==> src/rtl/fc_pkg.sv <==
// Shared definitions for the fully-connected classifier chain.
// Holds score format constants, the class count, the argmax FSM state
// type and the signed score type used by fc_argmax and its neighbours.
package fc_pkg;

  localparam int unsigned FC_DATA_W      = 16;
  localparam int unsigned FC_FRAC_BITS   = 8;
  localparam int unsigned FC_NUM_CLASSES = 10;

  typedef enum logic [1:0] {
    ST_IDLE = 2'd0,
    ST_SCAN = 2'd1,
    ST_DONE = 2'd2
  } fc_state_e;

  typedef logic signed [FC_DATA_W-1:0] fc_score_t;

endpackage

==> src/rtl/fc_rise_detect.sv <==
// Rising-edge detector for the level-held start flag.
// Ports:
//   clk    - system clock
//   rst    - synchronous active-high reset
//   sig_i  - level input
//   rise_c - combinational pulse: sig_i high now, low on the previous cycle
module fc_rise_detect (
  input  logic clk,
  input  logic rst,
  input  logic sig_i,
  output logic rise_c
);

  logic sig_q;

  // Reset seeds the history with the live level so that a flag already
  // high when reset releases is not mistaken for a fresh edge.
  always_ff @(posedge clk) begin
    if (rst) begin
      sig_q <= sig_i;
    end else begin
      sig_q <= sig_i;
    end
  end

  assign rise_c = sig_i & ~sig_q;

endmodule

==> src/rtl/fc_argmax.sv <==
// Classifier output stage: captures the packed score vector on a rising
// edge of start and scans it serially with one comparator, reporting the
// index and value of the largest signed score with a level done flag.
// Optional: define FC_ARGMAX_MARGIN_EN to add the best-minus-second-best
// margin output.
// Ports:
//   clk         - system clock
//   rst         - synchronous active-high reset
//   start       - level flag from the last FC layer; rising edge triggers
//   in_scores   - packed signed scores, class i at [i*DATA_W +: DATA_W]
//   class_idx   - index of the maximum score
//   class_score - maximum score
//   busy        - capture/scan in progress
//   done        - result valid, held until next capture or reset
//   margin      - (optional) best - second best, unsigned DATA_W+1 bits
module fc_argmax
  import fc_pkg::*;
#(
  parameter int unsigned NUM_CLASSES = FC_NUM_CLASSES,
  parameter int unsigned DATA_W      = FC_DATA_W,
  parameter int unsigned IDX_W       = 4
) (
  input  logic                          clk,
  input  logic                          rst,
  input  logic                          start,
  input  logic [NUM_CLASSES*DATA_W-1:0] in_scores,
  output logic [IDX_W-1:0]              class_idx,
  output logic [DATA_W-1:0]             class_score,
`ifdef FC_ARGMAX_MARGIN_EN
  output logic [DATA_W:0]               margin,
`endif
  output logic                          busy,
  output logic                          done
);

  logic trigger_c;

  fc_rise_detect u_rise (
    .clk    (clk),
    .rst    (rst),
    .sig_i  (start),
    .rise_c (trigger_c)
  );

  fc_state_e                state_q, state_d;
  logic signed [DATA_W-1:0] scores_q [NUM_CLASSES];
  logic signed [DATA_W-1:0] scores_d [NUM_CLASSES];
  logic signed [DATA_W-1:0] best_val_q, best_val_d;
  logic [IDX_W-1:0]         best_idx_q, best_idx_d;
  logic [IDX_W-1:0]         cnt_q, cnt_d;
  logic [IDX_W-1:0]         class_idx_q, class_idx_d;
  logic [DATA_W-1:0]        class_score_q, class_score_d;
  logic                     busy_q, busy_d;
  logic                     done_q, done_d;

  // Single comparator datapath: current candidate against running best.
  logic signed [DATA_W-1:0] cand_c;
  logic                     greater_c;
  logic signed [DATA_W-1:0] nb_val_c;
  logic [IDX_W-1:0]         nb_idx_c;
  logic                     last_c;

  assign cand_c    = scores_q[cnt_q];
  assign greater_c = cand_c > best_val_q;
  assign nb_val_c  = greater_c ? cand_c : best_val_q;
  assign nb_idx_c  = greater_c ? cnt_q  : best_idx_q;
  assign last_c    = (cnt_q == IDX_W'(NUM_CLASSES - 1));

`ifdef FC_ARGMAX_MARGIN_EN
  logic signed [DATA_W-1:0] second_q, second_d;
  logic signed [DATA_W-1:0] nb_second_c;
  logic [DATA_W:0]          margin_q, margin_d;

  // A displaced best becomes second; otherwise the candidate may still beat second.
  assign nb_second_c = greater_c          ? best_val_q :
                       (cand_c > second_q) ? cand_c     : second_q;
  assign margin      = margin_q;
`endif

  // Next-state and datapath update.
  always_comb begin
    state_d       = state_q;
    scores_d      = scores_q;
    best_val_d    = best_val_q;
    best_idx_d    = best_idx_q;
    cnt_d         = cnt_q;
    class_idx_d   = class_idx_q;
    class_score_d = class_score_q;
    busy_d        = busy_q;
    done_d        = done_q;
`ifdef FC_ARGMAX_MARGIN_EN
    second_d      = second_q;
    margin_d      = margin_q;
`endif

    case (state_q)
      ST_IDLE, ST_DONE: begin
        if (trigger_c) begin
          for (int i = 0; i < int'(NUM_CLASSES); i++) begin
            scores_d[i] = in_scores[i*DATA_W +: DATA_W];
          end
          best_val_d = in_scores[DATA_W-1:0];
          best_idx_d = '0;
          cnt_d      = IDX_W'(1);
          busy_d     = 1'b1;
          done_d     = 1'b0;
          state_d    = ST_SCAN;
`ifdef FC_ARGMAX_MARGIN_EN
          second_d   = {1'b1, {(DATA_W-1){1'b0}}};
`endif
        end
      end
      ST_SCAN: begin
        best_val_d = nb_val_c;
        best_idx_d = nb_idx_c;
        cnt_d      = cnt_q + IDX_W'(1);
`ifdef FC_ARGMAX_MARGIN_EN
        second_d   = nb_second_c;
`endif
        if (last_c) begin
          state_d       = ST_DONE;
          busy_d        = 1'b0;
          done_d        = 1'b1;
          class_idx_d   = nb_idx_c;
          class_score_d = nb_val_c;
`ifdef FC_ARGMAX_MARGIN_EN
          // Sign-extend both to DATA_W+1; best >= second so the result is non-negative.
          margin_d      = {nb_val_c[DATA_W-1], nb_val_c} - {nb_second_c[DATA_W-1], nb_second_c};
`endif
        end
      end
      default: state_d = ST_IDLE;
    endcase
  end

  always_ff @(posedge clk) begin
    if (rst) begin
      state_q       <= ST_IDLE;
      for (int i = 0; i < int'(NUM_CLASSES); i++) begin
        scores_q[i] <= '0;
      end
      best_val_q    <= '0;
      best_idx_q    <= '0;
      cnt_q         <= '0;
      class_idx_q   <= '0;
      class_score_q <= '0;
      busy_q        <= 1'b0;
      done_q        <= 1'b0;
`ifdef FC_ARGMAX_MARGIN_EN
      second_q      <= '0;
      margin_q      <= '0;
`endif
    end else begin
      state_q       <= state_d;
      scores_q      <= scores_d;
      best_val_q    <= best_val_d;
      best_idx_q    <= best_idx_d;
      cnt_q         <= cnt_d;
      class_idx_q   <= class_idx_d;
      class_score_q <= class_score_d;
      busy_q        <= busy_d;
      done_q        <= done_d;
`ifdef FC_ARGMAX_MARGIN_EN
      second_q      <= second_d;
      margin_q      <= margin_d;
`endif
    end
  end

  assign class_idx   = class_idx_q;
  assign class_score = class_score_q;
  assign busy        = busy_q;
  assign done        = done_q;

endmodule

==> config.mk <==
export PLATFORM = sky130hd
export DESIGN_NAME = fc_argmax
export DESIGN_NICKNAME = d
export VERILOG_FILES = /design/src/rtl/fc_pkg.sv /design/src/rtl/fc_rise_detect.sv /design/src/rtl/fc_argmax.sv
export SDC_FILE = /design/constraint.sdc
export NUM_CORES = 1
export LEC_CHECK = 0
export CORE_UTILIZATION = 52
export DETAILED_ROUTE_END_ITERATION = 10
export GPL_TIMING_DRIVEN = 0
export PLACE_DENSITY_LB_ADDON = 0.25
export SYNTH_ARGS = -nofsm -noshare
export SYNTH_HDL_FRONTEND = slang
export SYNTH_HIERARCHICAL = 1
export SYNTH_SLANG_ARGS = --single-unit
==> constraint.sdc <==
create_clock -name clk -period 3.9 [get_ports clk]
set_input_delay 0.78 -clock clk [delete_from_list [all_inputs] [get_ports clk]]
set_output_delay 0.78 -clock clk [all_outputs]
set_load 0.01 [all_outputs]
==> summary by stage <==
Clock tree
TritonCTS created 22 clock buffers. Counting along the longest clock path gives a buffer depth of 3. Buffers inserted to repair hold after CTS numbered 0.

The clock transition at the registers of the reported paths is about 0.060 ns. The clock drives approximately 210 sinks. The tree is rooted in a clkbuf_16.

The clock latency on the worst-skew pair is 0.52 ns. TritonCTS built the clock tree. CTS built an H-tree with a depth of 1.

Cells and area
The number of diodes is 0. The multi-input combinational cells in the finished layout cover a total of about 5100 sq um. The net count reported at finish is roughly 1500. Summing all flip-flop and latch instances after layout gives 4185 sq um. The number of filler instances in the final layout is 1300. Relative to the synthesized area, the layout overhead comes to 35.89%. Of the cells placed in the final design, the portion with a size suffix greater than 1 is 0.1210. The library cells used most frequently in the layout, excluding fill and tap cells, are 329 x nand2_1, 208 x dfxtp_1, 187 x a21oi_1, 183 x clkdlybuf4s50_1, 61 x clkbuf_1. Once layout is complete, the cells apart from fillers number about 1600.

The cell area after layout is approximately 13000 sq um. Leaving out fill and tap cells, the most frequent cell in the layout is nand2_1.

Timing
Setup total negative slack on the finished layout was measured at 0 ns. Of the available clock period, the critical path in the final layout requires 0.9682. The total of endpoints with negative setup slack in the final report is 0.

The smallest clock period supported by the final layout is computed as ~3.8 ns. The headroom to the max-slew limit is 0.4433. At the pin with the least slew margin, the transition time is ~0.84 ns. The maximum achievable frequency is approximately 260 MHz. Between clock sinks in the finished design, the worst skew comes to roughly 0.022 ns. The final number of hold-violating endpoints is 0. The final-report max-slew violation count is 0.

Hold path
The worst hold path terminates at scores_q[72]. The beginning of the worst hold path is scores_q[72]. The worst hold path belongs to the class reg2reg. The number of stages on the worst hold path is 2.

Routing
The total routed wirelength is between 30 and 40 mm. For this run, design rule violations remaining after detail routing come to 0. In this run the remaining antenna-violating nets after routing total 0. In this run, the number of DRC markers left after iteration 0 of detailed routing was about 930. Detailed routing inserted a total of between 9000 and 10000 vias. After detailed routing, the average wire length per cell comes to between 15 and 20 um. The first detailed-routing pass ran for 6 iterations. After detailed routing, the number of vias per cell comes to about 6.

Die
Row generation in the floorplan step produced between 40 and 50 rows. In this run the vertical extent of the chip is around 140 um. The area of the die is between 15000 and 20000 sq um. The core region is 17540 sq um. The x dimension of the die is between 100 and 150 um. In this run the count of I/O pins placed on the die edge is between 150 and 200. For this configuration, the core starts out at a cell density of 0.5399.

Synth
Synthesis produced a netlist whose cell count is 1119. When the netlist entered floorplanning its net count stood at between 1000 and 1500. The flip-flop and latch count after synthesis is around 210. The area share of the leading cell type in the synthesized netlist is 0.4419. The synthesized design spends more area on one cell type than any other, namely dfxtp_1. The count of yosys warnings during synthesis is 6. The share of synthesized area occupied by flip-flops and latches is 0.4419. The synthesized cell area is 9468 sq um. After synthesis, the mean cell area works out to 8.461 sq um.

Ranked by total cell area, the synthesized netlist is headed by dfxtp_1 44%, nand2_1 13%, a21oi_1 9.9%, mux4_2 7.6%, mux2i_1 3.8%. The number of different library cells in the post-synthesis netlist is 42.

Worst setup path
The signal on the critical path passes through buf_12 > buf_8 > mux4_2 > mux2i_1 > o22ai_2 > ha_1 > nand4_1 > buf_4 > o311ai_4 > or4_1 > buf_4 > buf_6 > a211oi_1 > nor4_2. The startpoint type of the worst setup path is a register. The data arrival time of the critical path is ~4.1 ns.

The number of cells on the worst reg-to-reg path is 14. For this design, the slowest cell found on the critical path is mux4_2. In this design, the critical path's most frequently occurring cell is buf_4. For the worst setup path, the data required time is approximately 4.3 ns. In this run the worst path has a maximum fanout of 10. The origin of the critical flop-to-flop path is cnt_q[0]. The worst register-to-register path ends at class_score[9].

The maximum cell stage delay along the critical path is about 0.53 ns. STA classifies the critical path endpoint as a register. In this run the register-to-register setup slack is 0.12 ns. The critical path start-end classification is reg2reg.

Place
Summing all placed instances gives a cell area of approximately 12000 sq um. After legalization and detailed placement, the total HPWL measured ~22 mm. The final estimated routing congestion in global placement is around 0.94. The post-placement cell count is between 1500 and 2000. The count of buffers from port buffering is between 150 and 200.

Global route
Across every metal layer, demand over resource in global routing totals 0.3282. The total congestion overflow after global routing is 0. The wire length of the first global-routing pass is about 47 mm. Entering global routing, the biggest net connects 16 pins. The via count of the first global-routing pass is 8887. The number of antenna violations at the first check in global routing was 0.

Outcome
The run finished with clean final reports.

Pwr
The maximum vdd drop is ~0.00043 V. Summed over all cells, the static leakage comes to about 0.0044 uW. For this design the ratio of total power to cell area is between 400 and 500 nW/um^2.

Job
Across the run, the number of max-cap violations was 0.
layout make-up:
class | instances | area share
Buffer | 99 | 0.04104
Clock buffer | 23 | 0.04386
Clock inverter | 17 | 0.02032
Inverter | 16 | 0.004668
Multi-Input combinational cell | 795 | 0.3963
Sequential cell | 209 | 0.3253
Tap cell | 225 | 0.02188
Timing Repair Buffer | 188 | 0.1466
cell usage after synthesis:
| master | count |
|---|---|
| or2_2 | 1 |
| mux4_2 | 32 |
| o21ai_1 | 3 |
| a311oi_1 | 3 |
| nand3_1 | 7 |
| or4_1 | 1 |
| nand2b_1 | 7 |
| nor4_2 | 11 |
| inv_1 | 16 |
| a21boi_2 | 1 |
| o22ai_1 | 15 |
| and2_1 | 1 |
| a21boi_1 | 1 |
| a21o_1 | 2 |
| buf_2 | 9 |
| nor3_1 | 18 |
| nor2_1 | 29 |
| nand4_2 | 1 |
| o21bai_1 | 1 |
| dfxtp_1 | 209 |
| nand2_1 | 329 |
| nor2b_1 | 4 |
| a21boi_0 | 16 |
| ha_1 | 18 |
| buf_1 | 12 |
| o311ai_2 | 1 |
| buf_6 | 4 |
| o21a_1 | 2 |
| a211oi_1 | 15 |
| a21oi_2 | 1 |
| mux2i_1 | 36 |
| nand3b_1 | 4 |
| nor4_1 | 23 |
| o32ai_1 | 16 |
| nand4_1 | 4 |
| clkbuf_1 | 67 |
| a21oi_1 | 188 |
| o311a_1 | 1 |
| o311ai_1 | 1 |
| buf_4 | 7 |
| nor2b_4 | 1 |
| o22a_1 | 1 |
where the power goes:
| group | total, uW | internal [uW] | switching, uW |
|---|---|---|---|
| registers | 2330 | 2240 | 84.9 |
| logic | 1330 | 590 | 739 |
| clock network | 2370 | 1460 | 915 |
| total | 6030 | 4290 | 1740 |
flip-flops by register name (all words and copies together) (netlist names):
name          count
class_idx         4
u_rise/sig_q      1
scores_q        160
done              1
best_val_q       16
cnt_q             4
state_q           2
class_score      16
busy              1
best_idx_q        4
per-layer routing:
metal	vias up	track usage	wire, um
li1	4328	-	-
met1	4482	0.4238	12350
met2	555	0.5331	14700
met3	100	0.06000	2995
met4	0	0.1477	1386
met5	-	0	0
worst max-delay path by stage:
| stage | from | endpoint | slack [ns] |
|---|---|---|---|
| floorplan | cnt_q[0] | class_score[10] | 0.33 |
| global placement | cnt_q[0] | best_val_q[10] | -0.53 |
| detailed placement | cnt_q[0] | best_val_q[11] | -0.56 |
| CTS | cnt_q[0] | best_val_q[11] | -0.002 |
| global route | cnt_q[0] | class_idx[0] | -0.02 |
| finish | cnt_q[0] | class_score[9] | 0.12 |
metrics by stage:
stage | power (uW) | hold WS [ns] | utilization | setup slack, ns
3_5_place_dp | 3506 | 0.4437 | 0.6604 | -0.5646
6_report | 6032 | 0.4541 | 0.7337 | 0.1238
3_3_place_gp | 3480 | 0.4386 | 0.6604 | -0.5296
5_1_grt | 6214 | 0.4675 | 0.7337 | -0.01811
2_1_floorplan | 3088 | 0.4331 | - | 0.3256
4_1_cts | 5914 | 0.4522 | 0.7181 | -0.002017
cells by family (layout without fill, tap and decap cells):
family / count (synthesis) / in the layout / share of synthesized area
buf+inv: 115 / 343 / 0.05273
fa+ha+maj: 18 / 18 / 0.02379
simple gates: 441 / 441 / 0.2029
compound gates: 268 / 268 / 0.1645
mux: 68 / 68 / 0.1142
flops: 209 / 209 / 0.4419
critical path, delay by kind of cell, from the launching register on:
family                   cells  cell delay, ns
adder cells (fa/ha/maj)      1            0.32
buffers and inverters        5            0.84
flip-flops                   1            0.37
AND/OR/NAND/NOR              3            0.68
AO/OA/AOI/OAI                3            0.59
multiplexers                 2            0.81
what timing repair did:
item                                    4_1_cts  5_1_grt
endpoints found under the hold margin         0        0
pin swaps                                     2       11
resized for setup                            37       51
setup buffers                                 1        3
cloned                                        0        1
endpoints found under the setup margin       40       40
Note: power is estimated with default switching activity, not from simulation.
